## src/rtl/fetch_pkg.sv

```systemverilog
// Shared types and default sizing for the instruction fetch stage.
package fetch_pkg;

    typedef enum logic {
        FETCH = 1'b0,
        HALT  = 1'b1
    } fetch_state_t;

    localparam int unsigned ROM_WIDTH_DEF  = 21;
    localparam int unsigned ADDR_WIDTH_DEF = 16;
    localparam int unsigned RESET_PC_DEF   = 0;

endpackage

```

## src/rtl/instr_fetch.sv

```systemverilog
// Instruction fetch: drives the async program ROM from the pc and holds the
// returned word in a one-entry IR presented to the decoder via valid/ready.
module instr_fetch
    import fetch_pkg::*;
#(
    parameter int unsigned ROM_WIDTH  = ROM_WIDTH_DEF,
    parameter int unsigned ADDR_WIDTH = ADDR_WIDTH_DEF,
    parameter int unsigned RESET_PC   = RESET_PC_DEF
) (
    input  logic                  clk,
    input  logic                  rst_n,
    output logic [ADDR_WIDTH-1:0] rom_addr,
    input  logic [ROM_WIDTH-1:0]  rom_data,
    output logic [ROM_WIDTH-1:0]  ir_data,
    output logic [ADDR_WIDTH-1:0] ir_pc,
    output logic                  ir_valid,
    input  logic                  ir_ready,
    input  logic                  jump_en,
    input  logic [ADDR_WIDTH-1:0] jump_addr,
    input  logic                  halt_req,
    input  logic                  resume,
    output logic                  halted
);

    fetch_state_t          state_q, state_d;
    logic [ADDR_WIDTH-1:0] pc_q, pc_d;
    logic [ROM_WIDTH-1:0]  ir_data_q, ir_data_d;
    logic [ADDR_WIDTH-1:0] ir_pc_q, ir_pc_d;
    logic                  ir_valid_q, ir_valid_d;

    always_ff @(posedge clk or negedge rst_n) begin
        if (!rst_n) begin
            state_q    <= FETCH;
            pc_q       <= ADDR_WIDTH'(RESET_PC);
            ir_data_q  <= '0;
            ir_pc_q    <= '0;
            ir_valid_q <= 1'b0;
        end else begin
            state_q    <= state_d;
            pc_q       <= pc_d;
            ir_data_q  <= ir_data_d;
            ir_pc_q    <= ir_pc_d;
            ir_valid_q <= ir_valid_d;
        end
    end

    // Jump wins over everything; it flushes the IR even if the decoder takes it.
    always_comb begin
        state_d    = state_q;
        pc_d       = pc_q;
        ir_data_d  = ir_data_q;
        ir_pc_d    = ir_pc_q;
        ir_valid_d = ir_valid_q;

        case (state_q)
            FETCH: begin
                if (jump_en) begin
                    pc_d       = jump_addr;
                    ir_valid_d = 1'b0;
                    if (halt_req) begin
                        state_d = HALT;
                    end
                end else if (halt_req) begin
                    state_d = HALT;
                    if (ir_valid_q && ir_ready) begin
                        ir_valid_d = 1'b0;
                    end
                end else if (!ir_valid_q || ir_ready) begin
                    ir_data_d  = rom_data;
                    ir_pc_d    = pc_q;
                    ir_valid_d = 1'b1;
                    pc_d       = pc_q + ADDR_WIDTH'(1);
                end
            end
            HALT: begin
                if (jump_en) begin
                    pc_d       = jump_addr;
                    ir_valid_d = 1'b0;
                end else begin
                    if (ir_valid_q && ir_ready) begin
                        ir_valid_d = 1'b0;
                    end
                    if (resume && !halt_req) begin
                        state_d = FETCH;
                    end
                end
            end
            default: state_d = FETCH;
        endcase
    end

    assign rom_addr = pc_q;
    assign ir_data  = ir_data_q;
    assign ir_pc    = ir_pc_q;
    assign ir_valid = ir_valid_q;
    assign halted   = (state_q == HALT);

endmodule

```

## config.mk

```make
export PLATFORM = sky130hd
export DESIGN_NAME = instr_fetch
export DESIGN_NICKNAME = d
export VERILOG_FILES = /design/src/rtl/fetch_pkg.sv /design/src/rtl/instr_fetch.sv
export SDC_FILE = /design/constraint.sdc
export NUM_CORES = 1
export LEC_CHECK = 0
export ABC_AREA = 0
export BUFFER_PORTS_ARGS = -buffer_cell sky130_fd_sc_hd__buf_2
export CORE_AREA = 2 2 78 80
export CTS_BUF_LIST = sky130_fd_sc_hd__clkbuf_8
export DETAILED_ROUTE_END_ITERATION = 12
export DIE_AREA = 0 0 80 82
export GPL_ROUTABILITY_DRIVEN = 0
export PLACE_DENSITY = 0.76
export SLEW_MARGIN = 20
export SYNTH_ARGS = -nofsm -noshare
export SYNTH_HDL_FRONTEND = slang
export SYNTH_SLANG_ARGS = --single-unit
```

## constraint.sdc

```tcl
create_clock -name clk -period 1.56 [get_ports clk]
set_input_delay 0.156 -clock clk [delete_from_list [all_inputs] [get_ports clk]]
set_output_delay 0.156 -clock clk [all_outputs]
set_load 0.05 [all_outputs]
```

==> results.txt, run 1 <==
----------------------------------------------------
[Critical path]
  Worst setup path startpoint ... halted$_DFF_PN0_
  Destination of the worst register-to-register timing path ... ir_data[9]$_DFFE_PN0P_
  Kind of capture point of the worst setup path ... register
  Critical path capture point ... ir_data[9]$_DFFE_PN0P_
  Critical Path Source Type ... register
  CP peak stage delay ... 0.46 ns
  Largest fanout of any net on the critical path ... 12
  Crit path arrival time ... 1.76 ns
  Worst-path cell with the longest stage delay ... sky130_fd_sc_hd__dfrtp_2
  Top cell family by delay on the critical path ... flip-flops
  Worst path depth ... 5
  Cell repeated most along the worst path ... sky130_fd_sc_hd__buf_12
  Required time of the worst setup path ... 1.75 ns
  R2R Setup Slk ... -0.02 ns
  Crit Path Class ... register to register
  Buffering stage count on the worst path with inverters included ... 2
  Worst Reg-to-Reg Cells ... 5
  CP Cell Sequence ... or2_4, nor2_4, buf_12, buf_12, mux2_2
  RR Startpoint ... halted$_DFF_PN0_

[Clock tree]
  CTS tree ... done
  TritonCTS buffer count ... 5
  Maximum level of the CTS H-tree ... 2
  Clock latency at the later pin of the worst-skew pair ... 0.30 ns
  Max clock buf depth ... 2
  Total clock sinks ... 55
  Clock root buffer ... sky130_fd_sc_hd__clkbuf_8
  Reg clk slew, reported paths ... 0.09 ns

[Global route]
  Number of antenna violations at the first check in global routing ... 0
  Largest net degree at the start of global routing ... 56
  Overall fraction of global-route tracks in use ... 0.179
  Global-route wire length before repair ... 9020 um
  Grt total ovfl ... 0
  Via count of the first global-routing pass ... 1906

[STA]
  Number of max-slew violations in the final report ... 0
  Setup repair after global routing missed its margin ... yes
  Final hold violation count ... 0
  Fin Clk Skew ... 0.00718 ns
  Remaining max-slew budget at the tightest pin ... 0.775
  Worst slew pin tran ... 0.336 ns
  Smallest setup slack after layout ... -0.0162 ns
  Minimum clock period ... 1.58 ns
  FMAX ... approximately 0.63 GHz
  Count of endpoints failing setup in the final report ... 15
  Period utilisation layout ... 1.01

[Run status]
  Outcome ... complete, but fails checks
  Failing checks ... negative setup slack

[Finish]
  Relative area change from synthesis to final layout ... 38.1%
  Count of fill cells added during filler insertion ... 509
  Count of inserted antenna diode cells ... 0
  Fraction of layout cells with a size suffix above 1 ... 0.604
  Post-route cell area ... 3490 um2
  Total Nets Final ... 369

[Floorplanning]
  Boundary pin count ... between 90 and 100
  Starting density of the core ... 0.440
  Die outline height ... between 80 and 90 um
  Total core area ... 5750 um2
  Die extent in x ... 80 um
  Die Footprint ... 6560 um2
  Row Count ... 28

[Pwr]
  Power after layout ... slightly above 5 mW
  Leakage ... between 1.5 and 2 nW
  Peak supply drop ... 0.607 mV
  PD cells ... approximately 1500 nW/um2

[Drt]
  Iter 0 DRT Violations ... 209
  Routed wire length on met3 ... about 480 um
  Wire length on met2 ... 2900 um
  Remaining number of nets flagged by the antenna check after routing ... 0
  Routed vias/inst ... just over 5
  Final wirelength ... 6250 um
  Vias ... 2085
  Total routed wire length on the met1 layer ... approximately 2700 um
  Top Layer Used ... met4
  Remaining DRCs ... 0
  Post-detailed-route wirelength per cell ... 15.6 um
  First drt pass iteration count ... 4

[Synthesis]
  Largest area contributor in the synthesized netlist ... sky130_fd_sc_hd__dfrtp_1
  Synthesized-area fraction occupied by xor and xnor cells ... 0.00346
  EDFF count, synth ... 0
  Synthesized-area fraction occupied by adder cells ... 0.00495
  Compound-gate portion of the synthesized area ... 0.115
  Simple-gate share of the synthesized area ... 0.117
  Post-synthesis mux area share ... 0.177
  Largest family of logic cells by synthesized area ... multiplexers
  Syn nets ... 252
  Cell types with the largest area share after synthesis ... sky130_fd_sc_hd__dfrtp_1, sky130_fd_sc_hd__mux2_2, sky130_fd_sc_hd__mux2_4, sky130_fd_sc_hd__o21ai_0, sky130_fd_sc_hd__nor2_1
  Synthesized area per cell ... approximately 12 um2
  Distinct cells, synth ... 42
  FFs w/ async S/R, synth ... 1.00
  Count of state elements after synthesis ... 55
  Summed instance area of the synthesized netlist ... 2530 um2
  Most used DFF post-synth ... sky130_fd_sc_hd__dfrtp_1
  Count of synthesis-stage warnings from yosys ... 0
  Sequential share of the synthesized area ... 0.544
  Synthesized netlist cell count ... 208
  Area share of the largest cell type after synthesis ... 0.544

[Placement]
  Number of I/O port buffers ... between 90 and 100
  HPWL after detailed placement ... 4380 um
  Placed cell area ... 3230 um2

[Run]
  Max Cap Violations ... 0

[Min path]
  Class of the most critical hold timing path ... input pin to register
  Hold Path Origin ... jump_addr[0]

----------------------------------------------------
## worst min-delay path: stages
cell and delay (ns):
sky130_fd_sc_hd__buf_2 0.08, sky130_fd_sc_hd__nand2_1 0.04, sky130_fd_sc_hd__o21ai_0 0.07
## through the flow
step                std cells  hold WS [ns]  worst slack (ns)  utilization  setup TNS, ns
floorplan                 208        -0.140            -0.150            -          -3.26
global placement          387         0.173            0.0579        0.561              0
detailed placement        387         0.176           0.00715        0.561              0
CTS                       396        0.0622           0.00752        0.578              0
global route              401        0.0643           -0.0508        0.608         -0.986
finish                    401        0.0682           -0.0162        0.608        -0.0767
## registers in the layout, summed over array words and instances, names as in the netlist
signal,count
halted,1
rom_addr,16
ir_pc,16
ir_valid,1
ir_data,21
## layer usage
metal	global-route usage	vias to the layer above
met2	0.280	86
met3	0.0440	12
met1	0.241	993
met4	0.0712	0
met5	0	-
li1	-	994
## kinds of logic after synthesis
family                     Yosys count
adders and majority gates            1
and+or+nand+nor                     55
buffers and inverters               13
AOI/OAI and AO/OA                   46
xor gates and xnor gates             1
muxes                               37
DFF                                 55
## layout by cell type (no fill, tap or decap), drive strengths merged, types with 2 or more instances in the layout
cell type / count
buf: 120
dfrtp: 55
mux2: 37
nor2: 16
o21ai: 15
a21oi: 12
nand2: 9
nand3: 7
clkbuf: 6
a31oi: 5
and3: 5
a311oi: 4
nand4: 3
or3: 3
o22ai: 3
clkinv: 3
nor4: 3
or2: 2
nor3: 2
## final cells by class
cell class	count	area (um2)	share of cell area
multi-input combinational	140	1170	0.334
timing repair buffer	122	749	0.215
clock buffer	5	68.8	0.0197
inverter	1	3.75	0.00107
tap	75	93.8	0.0269
sequential	55	1400	0.399
clock inverter	3	15.0	0.00430
## how the worst min path moves through the flow
stage          slack (ns)  depth (start not counted)                      end
2_1_floorplan       -0.14                          0         halted$_DFF_PN0_
3_3_place_gp         0.17                          2     ir_pc[1]$_DFFE_PN0P_
3_5_place_dp         0.18                          2     ir_pc[1]$_DFFE_PN0P_
4_1_cts              0.06                          2         halted$_DFF_PN0_
5_1_grt              0.06                          2   ir_data[7]$_DFFE_PN0P_
6_report             0.07                          3  rom_addr[0]$_DFFE_PN0P_
## synth_stat cells, types with 2 or more instances
| master | instances |
|---|---|
| sky130_fd_sc_hd__nand3_1 | 6 |
| sky130_fd_sc_hd__mux2_4 | 8 |
| sky130_fd_sc_hd__nor3_1 | 2 |
| sky130_fd_sc_hd__nor2_1 | 15 |
| sky130_fd_sc_hd__buf_6 | 2 |
| sky130_fd_sc_hd__and3_1 | 3 |
| sky130_fd_sc_hd__clkbuf_1 | 2 |
| sky130_fd_sc_hd__dfrtp_1 | 55 |
| sky130_fd_sc_hd__mux2_2 | 29 |
| sky130_fd_sc_hd__or3_1 | 3 |
| sky130_fd_sc_hd__a31oi_1 | 5 |
| sky130_fd_sc_hd__a21oi_1 | 11 |
| sky130_fd_sc_hd__buf_2 | 4 |
| sky130_fd_sc_hd__o22ai_1 | 3 |
| sky130_fd_sc_hd__or2_1 | 2 |
| sky130_fd_sc_hd__and3_2 | 2 |
| sky130_fd_sc_hd__buf_4 | 3 |
| sky130_fd_sc_hd__o21ai_0 | 14 |
| sky130_fd_sc_hd__nand2_1 | 9 |
| sky130_fd_sc_hd__nand4_1 | 3 |
| sky130_fd_sc_hd__nor4_1 | 3 |
| sky130_fd_sc_hd__a311oi_1 | 4 |
## timing repair
action | CTS | global route
setup buffers | 0 | 4
cloned | 0 | 2
endpoints found under the hold margin | 55 | 0
gates resized for setup | 1 | 23
pin swaps | 0 | 8
endpoints found under the setup margin | 1 | 39
hold buffers | 1 | 0
## where the power goes
group	internal, mW	switching, mW	leakage [nW]
logic	0.704	1.64	0.911
registers	1.77	0.209	0.635
clock network	0.309	0.452	0.0477
total	2.78	2.30	1.59
Power figures use the tool's default switching activity.
==> inputs of run 2 (changes only) <==
- SETUP_SLACK_MARGIN: unset -> 0.3
==> run 2 against run 1 <==
  * The run now ends clean
  * Sequential cell count stayed put
  * Cell count is 4.2% higher
  * First-iteration DRC count is 33% lower
  * Count of clock-buffer cells in the layout stayed put
  * Final area is 10% higher
  * Worst hold slack worse by 0.00090 ns
  * Via count is 6.1% higher
  * Die area stayed put
  * Register-to-register slack better by 0.05 ns
  * Global-route usage is 2.6 points higher
  * Sequential share of layout area is 3.7 points lower
==> results.txt, run 2 (synthesis results as in run 1) <==
----------------------------------------------------
[Run status]
  Outcome ... completed

[Global route]
  Overall fraction of global-route tracks in use ... 0.205
  Global-route wire length before repair ... 10300 um
  Grt total ovfl ... 0
  Largest net degree at the start of global routing ... 40
  Number of antenna violations at the first check in global routing ... 0
  Via count of the first global-routing pass ... approximately 2.2k

[Critical path]
  Crit Path Class ... register to register
  Largest fanout of any net on the critical path ... 21
  Worst-path cell with the longest stage delay ... sky130_fd_sc_hd__dfrtp_2
  Required time of the worst setup path ... 1.75 ns
  Kind of capture point of the worst setup path ... register
  Critical Path Source Type ... register
  Destination of the worst register-to-register timing path ... ir_data[16]$_DFFE_PN0P_
  Worst Reg-to-Reg Cells ... 4
  RR Startpoint ... halted$_DFF_PN0_
  R2R Setup Slk ... 0.04 ns
  CP Cell Sequence ... or2_4, nor2_4, buf_12, mux2_2
  CP peak stage delay ... 0.45 ns
  Crit path arrival time ... 1.72 ns

[Drt]
  Remaining DRCs ... 0
  Final wirelength ... 6810 um
  Iter 0 DRT Violations ... 139
  Post-detailed-route wirelength per cell ... between 15 and 20 um
  Vias ... 2212
  First drt pass iteration count ... 6
  Remaining number of nets flagged by the antenna check after routing ... 0
  Routed vias/inst ... about 5.3

[Pwr]
  Leakage ... about 1.7 nW
  Peak supply drop ... 0.808 mV
  Power after layout ... around 5.4 mW
  PD cells ... between 1000 and 1500 nW/um2

[STA]
  Final hold violation count ... 0
  FMAX ... between 0.6 and 0.7 GHz
  Worst slew pin tran ... 0.453 ns
  Smallest setup slack after layout ... 0.0361 ns
  Number of max-slew violations in the final report ... 0
  Period utilisation layout ... 0.977
  Setup repair after global routing missed its margin ... yes
  Fin Clk Skew ... 0.00734 ns
  Minimum clock period ... 1.52 ns
  Count of endpoints failing setup in the final report ... 0
  Remaining max-slew budget at the tightest pin ... 0.698

[Finish]
  Fraction of layout cells with a size suffix above 1 ... 0.676
  Most frequent standard cell in the layout excluding fill and tap cells ... sky130_fd_sc_hd__buf_2
  Count of fill cells added during filler insertion ... 443
  Leading cell types in the layout, fill and taps excluded ... sky130_fd_sc_hd__buf_2, sky130_fd_sc_hd__dfrtp_1, sky130_fd_sc_hd__mux2_2
  Largest register FFs ... 21
  Relative area change from synthesis to final layout ... 52.4%
  Count of inserted antenna diode cells ... 0
  Total Nets Final ... 386

[Min path]
  Hold path depth ... 2
  Hold Path Origin ... rom_data[5]
  Hold EP ... ir_data[5]$_DFFE_PN0P_
  Class of the most critical hold timing path ... input pin to register

[Clock tree]
  CTS tree ... done
  TritonCTS buffer count ... 5
  Clock root buffer ... sky130_fd_sc_hd__clkbuf_8
  Max clock buf depth ... 2
  Reg clk slew, reported paths ... 0.10 ns
  Maximum level of the CTS H-tree ... 2
  Clock latency at the later pin of the worst-skew pair ... 0.31 ns
  Total clock sinks ... 55

[Floorplanning]
  Boundary pin count ... 98
  Die Footprint ... between 6000 and 7000 um2
  Die outline height ... 82 um
  Starting density of the core ... 0.440
  Total core area ... 5750 um2
  Die extent in x ... 80 um
  Row Count ... 28

[Placement]
  HPWL after detailed placement ... around 4200 um
  Worst setup timing slack at the placement stage ... around 0.010 ns
  Number of I/O port buffers ... a little under 100

[Run]
  Max Cap Violations ... 0

----------------------------------------------------
[run 2: changes by cell type in the layout (fill, tap and decap cells not counted), sizes merged]
| cell | previous run | this run |
|---|---|---|
| inv | 1 | 3 |
| buf | 120 | 137 |
| clkinv | 3 | 0 |
| bufinv | 0 | 1 |
[run 2: power by group]
| part | internal, mW | leakage (nW) | switching [mW] |
|---|---|---|---|
| sequential | 1.77 | 0.635 | 0.206 |
| combinational | 0.771 | 1.04 | 1.70 |
| clock | 0.468 | 0.0607 | 0.445 |
| total | 3.01 | 1.74 | 2.35 |
[run 2: layout make-up]
class                   instances  area (um2)  share of cell area
well taps                      75        93.8              0.0244
multi-input cells             140        1270               0.330
repair buffers                139         982               0.255
clock buffers                   5        68.8              0.0179
flip-flops and latches         55        1400               0.362
inverters                       1        3.75            0.000974
clock inverters                 3        37.5             0.00974
[run 2: worst max-delay path by stage]
stage,startpoint,depth (start not counted),to,slack [ns]
after floorplan,halted$_DFF_PN0_,6,ir_pc[10]$_DFFE_PN0P_,-0.15
after global placement,rom_addr[0]$_DFFE_PN0P_,5,rom_addr[14]$_DFFE_PN0P_,0.05
after detailed placement,halted$_DFF_PN0_,5,ir_data[0]$_DFFE_PN0P_,0.01
after CTS,halted$_DFF_PN0_,4,ir_data[16]$_DFFE_PN0P_,0.03
after global routing,halted$_DFF_PN0_,5,rom_addr[12]$_DFFE_PN0P_,-0.005
final,halted$_DFF_PN0_,4,ir_data[16]$_DFFE_PN0P_,0.04
[run 2: per-stage QoR]
stage	utilization	setup TNS (ns)	cell area [um2]	hold slack, ns	std cells
4_1_cts	0.641	0	3680	0.0591	408
6_report	0.671	0	3850	0.0673	418
3_5_place_dp	0.560	0	3220	0.124	382
2_1_floorplan	-	-3.27	2600	-0.140	208
3_3_place_gp	0.560	0	3220	0.115	382
5_1_grt	0.671	-0.00498	3850	0.0577	418
[run 2: metal layers]
metal / share of wire / up-vias / track usage
met5: 0 / - / 0
met4: 0.020 / 0 / 0.0678
met3: 0.059 / 15 / 0.0538
met2: 0.51 / 86 / 0.350
met1: 0.41 / 1075 / 0.254
li1: - / 1036 / -
[run 2: worst max-delay path: cells and delay by family, from the launching register on]
family	cells	cell delay (ns)
multiplexers	1	0.35
flip-flops	1	0.45
buffers and inverters	1	0.19
AND/OR/NAND/NOR	2	0.41
[run 2: timing repair]
item,4_1_cts,5_1_grt
endpoints found under the setup margin,53,60
pin swaps,19,11
setup buffers,15,10
hold endpoints to repair,16,0
cloned,2,0
resized for setup,41,37
hold buffers,1,0
==> inputs of run 3 (changes only) <==
- CORE_AREA: 2 2 78 80 -> 4 4 80 82
- DIE_AREA: 0 0 80 82 -> 0 0 84 86
==> run 3 against run 2 <==
  * Maximum frequency is 2.1% lower
  * Clock power is 7.0% higher
  * Sequential cell count did not move
  * Critical endpoint is now ir_data[5]$_DFFE_PN0P_
  * Largest power group unchanged
==> results.txt, run 3 (synthesis results as in run 1) <==
----------------------------------------------------
[Critical path]
  CP peak stage delay ... ~0.45 ns
  Crit path arrival time ... ~1.8 ns
  Worst Reg-to-Reg Cells ... 5
  Crit Path Class ... register to register
  Kind of capture point of the worst setup path ... register
  Largest fanout of any net on the critical path ... 9
  Worst-path cell with the longest stage delay ... sky130_fd_sc_hd__dfrtp_2
  CP Cell Sequence ... or2_4, nor2_4, buf_6, buf_12, mux2_2
  Required time of the worst setup path ... 1.76 ns
  Critical Path Source Type ... register

[Drt]
  Remaining number of nets flagged by the antenna check after routing ... 0
  Vias ... 2286
  Post-detailed-route wirelength per cell ... around 17 um
  Iter 0 DRT Violations ... 219
  Final wirelength ... 7200 um
  First drt pass iteration count ... 4
  Remaining DRCs ... 0
  Routed vias/inst ... around 5.3

[Global route]
  Global-route wire length before repair ... 10800 um
  Via count of the first global-routing pass ... 2203
  Grt total ovfl ... 0
  Overall fraction of global-route tracks in use ... 0.186
  Largest net degree at the start of global routing ... 56
  Number of antenna violations at the first check in global routing ... 0

[Floorplanning]
  Die outline height ... 86 um
  Row Count ... 28
  Starting density of the core ... 0.440
  Die extent in x ... 84 um
  Boundary pin count ... 98
  Total core area ... 5750 um2
  Die Footprint ... 7220 um2

[Min path]
  Hold path depth ... 2
  Class of the most critical hold timing path ... input pin to register

[STA]
  Final hold violation count ... 0
  FMAX ... approximately 0.64 GHz
  Minimum clock period ... 1.56 ns
  Smallest setup slack after layout ... 0.00413 ns
  Remaining max-slew budget at the tightest pin ... 0.806
  Period utilisation layout ... 0.997
  Number of max-slew violations in the final report ... 0
  Count of endpoints failing setup in the final report ... 0
  Worst slew pin tran ... 0.292 ns
  Fin Clk Skew ... between 0.009 and 0.01 ns
  Fin Hold WS ... 0.0654 ns
  Setup repair after global routing missed its margin ... yes
  Accumulated negative setup slack ... 0 ns

[Run]
  Max Cap Violations ... 0

[Clock tree]
  Clock root buffer ... sky130_fd_sc_hd__clkbuf_8
  TritonCTS buffer count ... 5
  Reg clk slew, reported paths ... 0.10 ns
  CTS tree ... done
  Clock latency at the later pin of the worst-skew pair ... 0.31 ns
  Maximum level of the CTS H-tree ... 2
  Total clock sinks ... 55
  Max clock buf depth ... 2

[Finish]
  Post-Route Utilization ... 0.701
  Most frequent standard cell in the layout excluding fill and tap cells ... sky130_fd_sc_hd__buf_2
  Count of inserted antenna diode cells ... 0
  Count of fill cells added during filler insertion ... 424
  Leading cell types in the layout, fill and taps excluded ... sky130_fd_sc_hd__buf_2, sky130_fd_sc_hd__dfrtp_1, sky130_fd_sc_hd__buf_4
  Largest register FFs ... 21
  Number of standard cells in the final layout excluding fillers ... 429
  Total Nets Final ... around 400
  Fraction of layout cells with a size suffix above 1 ... 0.689
  Post-route cell area ... 4030 um2
  Relative area change from synthesis to final layout ... 59.4%

[Pwr]
  Peak supply drop ... 0.940 mV
  Leakage ... 1.83 nW
  PD cells ... 1380 nW/um2
  Power after layout ... 5.55 mW

[Placement]
  HPWL after detailed placement ... 4410 um
  Inst Count DP ... 382
  Number of I/O port buffers ... 97
  Placed cell area ... 3230 um2
  Worst setup timing slack at the placement stage ... 0.0142 ns

[Run status]
  Outcome ... completed

----------------------------------------------------
## run 3: cell count changes in the layout (fill, tap and decap cells not counted), moves of 3 or more
cell,previous run,this run
sky130_fd_sc_hd__mux2_2,29,9
sky130_fd_sc_hd__buf_4,24,32
sky130_fd_sc_hd__mux2_4,8,28
sky130_fd_sc_hd__buf_6,15,19
sky130_fd_sc_hd__a21oi_2,1,4
## run 3: per-layer routing
metal / vias to the layer above / track usage / wire (um) / part of all wire
met4: 0 / 0.0468 / 118 / 0.016
met2: 100 / 0.315 / 3610 / 0.50
li1: 1056 / - / - / -
met3: 10 / 0.0557 / 578 / 0.080
met5: - / 0 / 0 / 0
met1: 1120 / 0.236 / 2900 / 0.40
## run 3: worst paths after layout
kind / start / endpoint / slack, ns
hold reg to reg: ir_data[1]$_DFFE_PN0P_ / ir_data[1]$_DFFE_PN0P_ / 0.52
min in group asynchronous: rst_n / ir_data[17]$_DFFE_PN0P_ / 0.36
setup reg to reg: halted$_DFF_PN0_ / ir_data[5]$_DFFE_PN0P_ / 0.004
setup / recovery: halted$_DFF_PN0_ / ir_data[5]$_DFFE_PN0P_ / 0.004
hold / removal: rom_data[0] / ir_data[0]$_DFFE_PN0P_ / 0.07
max in group asynchronous: rst_n / rom_addr[12]$_DFFE_PN0P_ / 0.94
## run 3: layout make-up
class,instances,area (um2),area share
Multi-Input combinational cell,140,1300,0.324
Sequential cell,55,1400,0.346
Clock inverter,3,47.5,0.0118
Tap cell,75,93.8,0.0233
Clock buffer,5,68.8,0.0171
Inverter,1,3.75,0.000931
Timing Repair Buffer,150,1120,0.277
## run 3: critical path, delay by kind of cell, from the launching register on
family / cells / cell delay, ns
buffers and inverters: 2 / 0.26
and+or+nand+nor: 2 / 0.40
DFF: 1 / 0.45
muxes: 1 / 0.33
## run 3: power breakdown
part	internal (mW)	leakage (nW)	switching [mW]
Combinational	0.869	1.14	1.72
Sequential	1.77	0.635	0.219
Clock	0.487	0.0587	0.488
## run 3: repair_timing
action / 4_1_cts / 5_1_grt
hold endpoints to repair: 55 / 0
hold buffers: 1 / 0
pin swaps: 10 / 15
setup buffers: 17 / 17
cloned: 2 / 2
resized for setup: 30 / 65
endpoints found under the setup margin: 54 / 61
